**src/rtl/sort4_seq_ctrl.sv**
```systemverilog
// Sequential bubble-sort controller: loads N values, sorts them using an external
// magnitude comparator, then streams them out smallest first.
module sort4_seq_ctrl #(
  parameter int unsigned N = 4,
  parameter int unsigned W = 4
) (
  input  logic         clk,
  input  logic         rst,
  input  logic         in_valid,
  input  logic [W-1:0] in_data,
  output logic         in_ready,
  output logic         out_valid,
  output logic [W-1:0] out_data,
  input  logic         out_ready,
  output logic [W-1:0] cmp_a,
  output logic [W-1:0] cmp_b,
  input  logic         cmp_gt,
  input  logic         cmp_eq,
  input  logic         cmp_lt,
  output logic         busy,
  output logic         sort_done,
  output logic         cmp_err
);

  localparam int unsigned IW = (N > 2) ? $clog2(N) : 1;
  localparam logic [IW-1:0] LastIdx = IW'(N - 1);
  localparam logic [IW-1:0] LastCmp = IW'(N - 2);

  typedef enum logic [1:0] {StLoad, StSort, StDrain} state_e;

  state_e        state_q, state_d;
  logic [W-1:0]  mem_q [N];
  logic [W-1:0]  mem_d [N];
  logic [IW-1:0] k_q, k_d;
  logic [IW-1:0] i_q, i_d;
  logic [IW-1:0] j_q, j_d;
  logic          cmp_err_q, cmp_err_d;
  logic [IW-1:0] j_nxt;
  logic [1:0]    cmp_sum;

  assign j_nxt   = j_q + 1'b1;
  assign cmp_sum = {1'b0, cmp_gt} + {1'b0, cmp_eq} + {1'b0, cmp_lt};
  assign cmp_a   = mem_q[j_q];
  assign cmp_b   = mem_q[j_nxt];
  assign cmp_err = cmp_err_q;

  always_comb begin
    state_d   = state_q;
    mem_d     = mem_q;
    k_d       = k_q;
    i_d       = i_q;
    j_d       = j_q;
    cmp_err_d = cmp_err_q;
    in_ready  = 1'b0;
    out_valid = 1'b0;
    out_data  = '0;
    busy      = 1'b0;
    sort_done = 1'b0;

    case (state_q)
      StLoad: begin
        in_ready = 1'b1;
        if (in_valid) begin
          mem_d[k_q] = in_data;
          if (k_q == LastIdx) begin
            k_d     = '0;
            i_d     = '0;
            j_d     = '0;
            state_d = StSort;
          end else begin
            k_d = k_q + 1'b1;
          end
        end
      end

      StSort: begin
        busy = 1'b1;
        // Only gt drives the swap, so equal elements keep their order.
        if (cmp_gt) begin
          mem_d[j_q]   = mem_q[j_nxt];
          mem_d[j_nxt] = mem_q[j_q];
        end
        if (cmp_sum != 2'd1) begin
          cmp_err_d = 1'b1;
        end
        if (i_q == LastCmp && j_q == '0) begin
          sort_done = 1'b1;
          i_d       = '0;
          j_d       = '0;
          state_d   = StDrain;
        end else if (j_q == LastCmp - i_q) begin
          j_d = '0;
          i_d = i_q + 1'b1;
        end else begin
          j_d = j_nxt;
        end
      end

      StDrain: begin
        busy      = 1'b1;
        out_valid = 1'b1;
        out_data  = mem_q[k_q];
        if (out_ready) begin
          if (k_q == LastIdx) begin
            k_d     = '0;
            state_d = StLoad;
          end else begin
            k_d = k_q + 1'b1;
          end
        end
      end

      default: state_d = StLoad;
    endcase
  end

  always_ff @(posedge clk) begin
    if (rst) begin
      state_q   <= StLoad;
      mem_q     <= '{default: '0};
      k_q       <= '0;
      i_q       <= '0;
      j_q       <= '0;
      cmp_err_q <= 1'b0;
    end else begin
      state_q   <= state_d;
      mem_q     <= mem_d;
      k_q       <= k_d;
      i_q       <= i_d;
      j_q       <= j_d;
      cmp_err_q <= cmp_err_d;
    end
  end

endmodule

```
**config.mk**
```make
export PLATFORM = sky130hd
export DESIGN_NAME = sort4_seq_ctrl
export DESIGN_NICKNAME = d
export VERILOG_FILES = /design/src/rtl/sort4_seq_ctrl.sv
export SDC_FILE = /design/constraint.sdc
export NUM_CORES = 1
export LEC_CHECK = 0
export BUFFER_PORTS_ARGS = -buffer_cell sky130_fd_sc_hd__buf_2
export CAP_MARGIN = 20
export CORE_UTILIZATION = 30
export CTS_CLUSTER_SIZE = 28
export DETAILED_ROUTE_END_ITERATION = 8
export HOLD_SLACK_MARGIN = 0.08
export PLACE_DENSITY = 0.55
export SLEW_MARGIN = 10
export SYNTH_ARGS = -nofsm -noshare
export SYNTH_HDL_FRONTEND = slang
export SYNTH_SLANG_ARGS = --single-unit
```
**constraint.sdc**
```tcl
create_clock -name clk -period 2.53 [get_ports clk]
set_input_delay 0.506 -clock clk [delete_from_list [all_inputs] [get_ports clk]]
set_output_delay 0.506 -clock clk [all_outputs]
set_load 0.02 [all_outputs]
```
==> impl_summary.log, run 1 <==
INFO  metric status = complete, no violations
INFO  metric leakage_power_total = between 0.8 and 0.9 nW
INFO  metric coreArea = 0.006907 mm2
INFO  metric synth_area_leaders = dfxtp_1 (23%), mux2i_1 (11%), ha_1 (9.8%), mux4_2 (6.2%), a21oi_1 (5.3%)
INFO  metric chipHeight = between 80 and 90 um
INFO  metric power.switching = ~950 uW
INFO  metric synth_cell_type_count = 37
INFO  metric synth.top_cell.area_share = 0.2303
INFO  metric final_cells = ~360
INFO  metric class_of_the_most_critical_hold_timing_path = reg -> reg
INFO  metric drt_wl_total = between 6000 and 7000 um
INFO  metric power_density_cells = between 800 and 900 mW/mm2
INFO  metric cap_viol_max_count = 0
INFO  metric overflow = 0
INFO  metric drt_pass1_iterations = 4
INFO  metric final_max_slew_viol_count = 0
INFO  metric grt_pass1_wl = roughly 10000 um
INFO  metric clkSinkCount = 25
INFO  metric starting_utilization_of_the_core_area = 0.3147
INFO  metric top_level_ports = 28
INFO  metric ctsHtreeMaxLevel = 1
INFO  metric layout.nets = 290
INFO  metric synthesized_cell_area = 0.002173 mm2
INFO  metric weighted_congestion_at_the_end_of_routability_driven_global_placement = around 0.82
INFO  metric grt_util_all_layers = 0.1697
INFO  metric pwr-share-clk = 0.130
INFO  metric insertion_delay_of_the_later_clocked_pin_in_the_worst_skew_pair = ~280 ps
INFO  metric clock_path_buffers = 2
INFO  metric placed_cells = ~350
INFO  metric synthesis.yosys.warnings = 0
INFO  metric finish.utilization = 0.3589
INFO  metric synthToLayoutAreaGrowth = 14.05%
INFO  metric layout_min_cycle_time = 2308 ps
INFO  metric cts_root_buffer = clkbuf_8
INFO  metric syn-mean-instance-area = about 9.3 um2
INFO  metric power_frac_comb = 0.579
INFO  metric period_share = 0.9123
INFO  metric fin_worst_skew = around 7.2 ps
INFO  metric endpoint_kind = output pin
INFO  metric i_o_buffers = 27
INFO  metric drc_marker_count_from_the_first_detailed_route_iteration = roughly 120
INFO  metric number_of_setup_violations_in_the_final_report = 0
INFO  metric critPathKind = reg -> out
INFO  metric power_switching_share = 0.4713
INFO  metric tritoncts.num_buffers = 3
INFO  metric post-dp-hpwl = 4500 um
INFO  metric finalHoldViolCount = 0
INFO  metric peakVddDrop = roughly 0.38 mV
INFO  metric die_w = between 80 and 90 um
INFO  metric via_per_inst = 5.287
INFO  metric startpoint_type = register
INFO  metric grt_start_max_net_pins = 30
INFO  metric clkSlewWorstSetupHoldPaths = ~100 ps
INFO  metric crit_fanout = 9
INFO  metric setup_tns = 0 ps
INFO  metric relSlewSlack = 0.5851
INFO  metric cellInternalPower = 1.062 mW
INFO  metric post_route_cells_drive_above_1_share = 0.2192
INFO  metric drt_drc_violations_left = 0
INFO  metric tritoncts = built
INFO  metric postLayoutSetupSlackWorst = about 220 ps
INFO  metric syn-num-nets = approximately 260
INFO  metric antenna_found_initial = 0
INFO  metric placement.setup.worst_slack = 354.6 ps
INFO  metric synth_top_cell_by_area = dfxtp_1
INFO  metric ant_cells = 0
INFO  metric synth.ff_latch_count = 25
INFO  metric worst_pin_slew = slightly above 600 ps
INFO  metric die_area = ~0.0076 mm2
INFO  metric timing.critical_path.required = roughly 2000 ps
INFO  metric drt-wirelength-per-cell = ~17 um
INFO  metric drt.antenna.violating_nets = 0
INFO  metric route.vias.total = ~1900
INFO  metric share_seq_of_total_power = 0.291
INFO  metric first_global_vias = ~1900
INFO  metric floorplan.rows = 30
INFO  metric max_freq = 433.2 MHz
INFO  metric number_of_instances_in_the_synthesized_netlist = approximately 230
INFO  metric worst-endpoint-arrival = approximately 1800 ps
INFO  metric synth_seq_area_share = 0.2303
INFO  metric unrepaired_setup_endpoints_after_global_routing = no
-- power groups by stage --
stage	combinational [mW]	clock (mW)	sequential (mW)
floorplan	0.913	0	0.544
global route	1.27	0.276	0.598
finish	1.16	0.262	0.585
CTS	1.16	0.262	0.583
global placement	1.14	0	0.591
detailed placement	1.15	0	0.592
-- layout by cell type (no fill, tap or decap), types with 2 or more instances in the layout --
cell type  count
buf_2         27
dfxtp_1       25
a21oi_1       23
mux2i_1       21
nand2_1       17
nor2_1        16
ha_1          16
inv_1         15
and2_1        12
o21ai_0        8
a32oi_1        8
o221ai_1       8
o32ai_1        8
buf_4          8
mux4_2         6
nor2b_1        4
nand2b_1       3
or3_1          3
or3b_1         3
clkbuf_8       3
mux4_1         2
mux2i_2        2
a211oi_4       2
nor4b_2        2
nor3b_1        2
nor4_4         2
nand3b_1       2
-- cell families (layout without fill, tap and decap cells) --
logic type / count (synthesis) / in the layout / share of synthesized area
flops: 25 / 25 / 0.2303
simple gates: 67 / 67 / 0.1825
compound gates: 61 / 61 / 0.2032
fa+ha+maj: 18 / 18 / 0.1071
xor+xnor: 2 / 2 / 0.01152
buf+inv: 29 / 55 / 0.06275
mux: 32 / 32 / 0.2026
-- synthesized netlist by cell type --
master,n
mux4_1,2
o221ai_1,8
o32ai_1,8
ha_1,17
or3_1,3
dfxtp_1,25
clkinv_1,1
nor2_1,16
o21ai_0,8
buf_4,2
nor4_4,2
a21boi_2,1
nand2b_1,3
nor2b_1,4
fa_1,1
a32oi_1,8
xor2_1,1
a21oi_1,23
nor3b_1,2
mux4_2,6
mux2i_4,1
xor2_2,1
nor4b_2,2
clkbuf_1,5
a221oi_1,1
a211oi_4,2
inv_1,15
and3_1,1
o211a_1,1
nand2_1,17
a31oi_1,1
buf_6,2
and2_1,12
buf_2,4
nand3b_1,2
mux2i_1,23
or3b_1,3
-- flip-flops by register name, indices dropped and copies added, names as in the netlist --
signal,cells
mem_q,16
i_q,2
j_q,2
k_q,2
state_q,2
cmp_err,1
-- metrics by stage --
step                cell area (um2)  power [mW]  hold slack [ps]
global placement               2412       1.734            455.9
floorplan                      2173       1.457            466.1
global route                   2479       2.143            511.6
CTS                            2459       2.005            494.1
finish                         2479       2.009            481.0
detailed placement             2412       1.747            470.9
-- routing by layer --
| layer | share of wire | vias to the layer above | GRT usage |
|---|---|---|---|
| li1 | - | 920 | - |
| met1 | 0.46 | 897 | 0.2407 |
| met2 | 0.46 | 56 | 0.2691 |
| met3 | 0.059 | 9 | 0.02275 |
| met4 | 0.017 | 0 | 0.04769 |
| met5 | 0 | - | 0 |
-- what timing repair did --
item	CTS	global route
endpoints found under the hold margin	0	0
hold buffers	0	0
endpoints found under the setup margin	0	4
resized for setup	0	4
buffers inserted	0	0
-- critical path, cell delays in order (launching register included) --
cell and delay (ps):
dfxtp_1 350, clkinv_1 120, ha_4 390, mux2i_1 290, mux2i_1 180, buf_2 190
-- layout make-up --
class / instances / area [um2]
well taps: 96 / 120.1
fillers: 735 / 4428
flip-flops and latches: 25 / 500.5
clock buffers: 3 / 41.29
clock inverters: 1 / 5.005
repair buffers: 35 / 195.2
multi-input cells: 180 / 1556
inverters: 16 / 60.06
-- path summary, 6_finish.rpt --
kind / start / to / slack (ps) / cells past startpoint
worst min register to register: cmp_err$_SDFFE_PP0P_ / cmp_err$_SDFFE_PP0P_ / 480 / 2
worst min-delay path: cmp_err$_SDFFE_PP0P_ / cmp_err$_SDFFE_PP0P_ / 480 / 2
worst max register to register: j_q[0]$_SDFFE_PP0P_ / mem_q[13]$_SDFFE_PP0P_ / 370 / 6
worst max-delay path: j_q[0]$_SDFFE_PP0P_ / cmp_b[1] / 220 / 5
(Power assumes the default switching activity.)
==> inputs of run 2 (changes only) <==
--- a/config.mk
+++ b/config.mk
@@ -8,9 +8,9 @@
 export BUFFER_PORTS_ARGS = -buffer_cell sky130_fd_sc_hd__buf_2
 export CAP_MARGIN = 20
 export CORE_UTILIZATION = 30
-export CTS_CLUSTER_SIZE = 28
 export DETAILED_ROUTE_END_ITERATION = 8
 export HOLD_SLACK_MARGIN = 0.08
+export MAX_ROUTING_LAYER = met4
 export PLACE_DENSITY = 0.55
 export SLEW_MARGIN = 10
 export SYNTH_ARGS = -nofsm -noshare
==> impl_summary.log, run 2 (synthesis gave the netlist of run 1 again) <==
INFO  metric grt-busiest-layer = met2
INFO  metric drt.antenna.violating_nets = 0
INFO  metric floorplan.rows = 30
INFO  metric first_global_vias = between 1500 and 2000
INFO  metric insertion_delay_of_the_later_clocked_pin_in_the_worst_skew_pair = approximately 280 ps
INFO  metric final_common_cell = buf_2
INFO  metric die_w = 87.12 um
INFO  metric cts_repair_resize_count = 0
INFO  metric number_of_setup_violations_in_the_final_report = 0
INFO  metric register_with_the_most_flip_flops = mem_q
INFO  metric starting_utilization_of_the_core_area = 0.3147
INFO  metric use_met3 = 0.02275
INFO  metric fillCellCount = approximately 740
INFO  metric drt_pass1_iterations = 4
INFO  metric synthToLayoutAreaGrowth = 14.05%
INFO  metric chipHeight = 87.12 um
INFO  metric finalPower = between 2 and 2.5 mW
INFO  metric worst_r2r_startpoint = j_q[0]$_SDFFE_PP0P_
INFO  metric relSlewSlack = 0.5765
INFO  metric weighted_congestion_at_the_end_of_routability_driven_global_placement = 0.8374
INFO  metric peakVddDrop = between 0.3 and 0.4 mV
INFO  metric ant_cells = 0
INFO  metric crit_fanout = 9
INFO  metric finalHoldViolCount = 0
INFO  metric layout.nets = between 200 and 300
INFO  metric final_max_slew_viol_count = 0
INFO  metric coreArea = a little under 0.007 mm2
INFO  metric drc_marker_count_from_the_first_detailed_route_iteration = 105
INFO  metric die_area = 0.007589 mm2
INFO  metric groute.layer.met1.usage = 0.2384
INFO  metric timing.critical_path.required = 2020 ps
INFO  metric clock_path_buffers = 2
INFO  metric reg2reg_to = mem_q[13]$_SDFFE_PP0P_
INFO  metric finalInstanceArea = ~0.0025 mm2
INFO  metric fin_worst_skew = between 5 and 6 ps
INFO  metric tritoncts.num_buffers = 3
INFO  metric timing.critical_path.slowest_stage_cell = dfxtp_1
INFO  metric finish.utilization = 0.3589
INFO  metric worst-endpoint-arrival = 1800 ps
INFO  metric cts_setup_buffers = 0
INFO  metric critPathKind = reg -> out
INFO  metric min-delay-start = cmp_err$_SDFFE_PP0P_
INFO  metric worst-r2r-setup-slack = 380 ps
INFO  metric worst_pin_slew = 633.7 ps
INFO  metric cap_viol_max_count = 0
INFO  metric grt_util_all_layers = 0.1743
INFO  metric unrepaired_setup_endpoints_after_global_routing = no
INFO  metric max_freq = approximately 430 MHz
INFO  metric top_level_ports = 28
INFO  metric critPathBufInv = 1
INFO  metric grt_pass1_wl = between 9000 and 10000 um
INFO  metric via_per_inst = around 5.3
INFO  metric endpoint_kind = output pin
INFO  metric groute.layer.met2.usage = 0.2706
INFO  metric worstPathCellList = mux4_2 -> and2_1 -> buf_2
INFO  metric layout_min_cycle_time = approximately 2300 ps
INFO  metric post_route_cells_drive_above_1_share = 0.2192
INFO  metric setup_tns = 0 ps
INFO  metric final_cell_mix = buf_2 (27), dfxtp_1 (25), a21oi_1 (23), mux2i_1 (21), nand2_1 (17)
INFO  metric ff2ff_path_depth = 6
INFO  metric overflow = 0
INFO  metric route.vias.total = roughly 1900
INFO  metric cts_hold_buf = 0
INFO  metric drt_wl_total = 6043 um
INFO  metric clkSinkCount = 25
INFO  metric placement.setup.worst_slack = between 300 and 400 ps
INFO  metric ctsHtreeMaxLevel = 1
INFO  metric postLayoutSetupSlackWorst = about 220 ps
INFO  metric power_density_cells = between 800 and 900 mW/mm2
INFO  metric worst_path_largest_cell_delay = 630 ps
INFO  metric min_to = cmp_err$_SDFFE_PP0P_
INFO  metric tritoncts = built
INFO  metric max_reg_flops = 16
INFO  metric status = complete, no violations
INFO  metric class_of_the_most_critical_hold_timing_path = reg -> reg
INFO  metric clkSlewWorstSetupHoldPaths = 100 ps
INFO  metric cts_root_buffer = clkbuf_8
INFO  metric post-dp-hpwl = between 4000 and 5000 um
INFO  metric min_path_cells = 2
INFO  metric critical_path_depth = 3
INFO  metric drt_drc_violations_left = 0
INFO  metric drt-wirelength-per-cell = 16.97 um
INFO  metric antenna_found_initial = 0
INFO  metric i_o_buffers = 27
INFO  metric grt_start_max_net_pins = 30
INFO  metric period_share = 0.9127
INFO  metric critical_path_s_top_delay_family = flip-flops
INFO  metric placed_area = roughly 0.0024 mm2
INFO  metric leakage_power_total = 0.8855 nW
INFO  metric startpoint_type = register
-- run 2: cell counts in the layout (fill, tap and decap cells not counted) --
No cell type changed its count.
-- run 2: worst max path at each step --
| stage | startpoint | slack [ps] | to |
|---|---|---|---|
| CTS | j_q[0]$_SDFFE_PP0P_ | 30 | cmp_b[0] |
| global route | j_q[0]$_SDFFE_PP0P_ | 90 | cmp_b[0] |
| finish | k_q[0]$_SDFFE_PP0P_ | 220 | out_data[3] |
| floorplan | j_q[0]$_SDFFE_PP0P_ | 80 | cmp_b[0] |
| global placement | state_q[1]$_SDFFE_PP0P_ | 380 | mem_q[1]$_SDFFE_PP0P_ |
| detailed placement | j_q[0]$_SDFFE_PP0P_ | 350 | cmp_b[1] |
-- run 2: metal layers --
layer,up-vias,wire length [um],part of all wire
li1,923,-,-
met1,897,2749,0.45
met2,63,2781,0.46
met3,10,400,0.066
met4,0,112,0.019
met5,-,0,0
-- run 2: worst register-to-register path, cell delays in order, from the launching register on --
cell and delay [ps]:
dfxtp_1 350, buf_4 230, ha_1 390, o21ai_0 200
a211oi_4 510, mux2i_1 260, a21oi_1 80
-- run 2: cell type report --
cell class              count  area, um2  area share
multi-input cells         180       1556      0.6280
flip-flops and latches     25      500.5      0.2019
repair buffers             35      195.2     0.07875
well taps                  96      120.1     0.04846
inverters                  16      60.06     0.02423
clock buffers               3      41.29     0.01666
clock inverters             1      5.005    0.002019
-- run 2: power by group --
part | leakage, nW | switching [mW] | total [mW] | internal (mW)
sequential | 0.203 | 0.112 | 0.585 | 0.473
combinational | 0.657 | 0.682 | 1.16 | 0.478
clock | 0.0255 | 0.149 | 0.260 | 0.111
total | 0.885 | 0.943 | 2.01 | 1.06
-- run 2: through the flow --
step                instances  hold slack [ps]
finish                    356            481.0
detailed placement        352            470.9
global placement          352            455.9
global route              356            511.6
floorplan                 234            466.1
CTS                       356            494.1
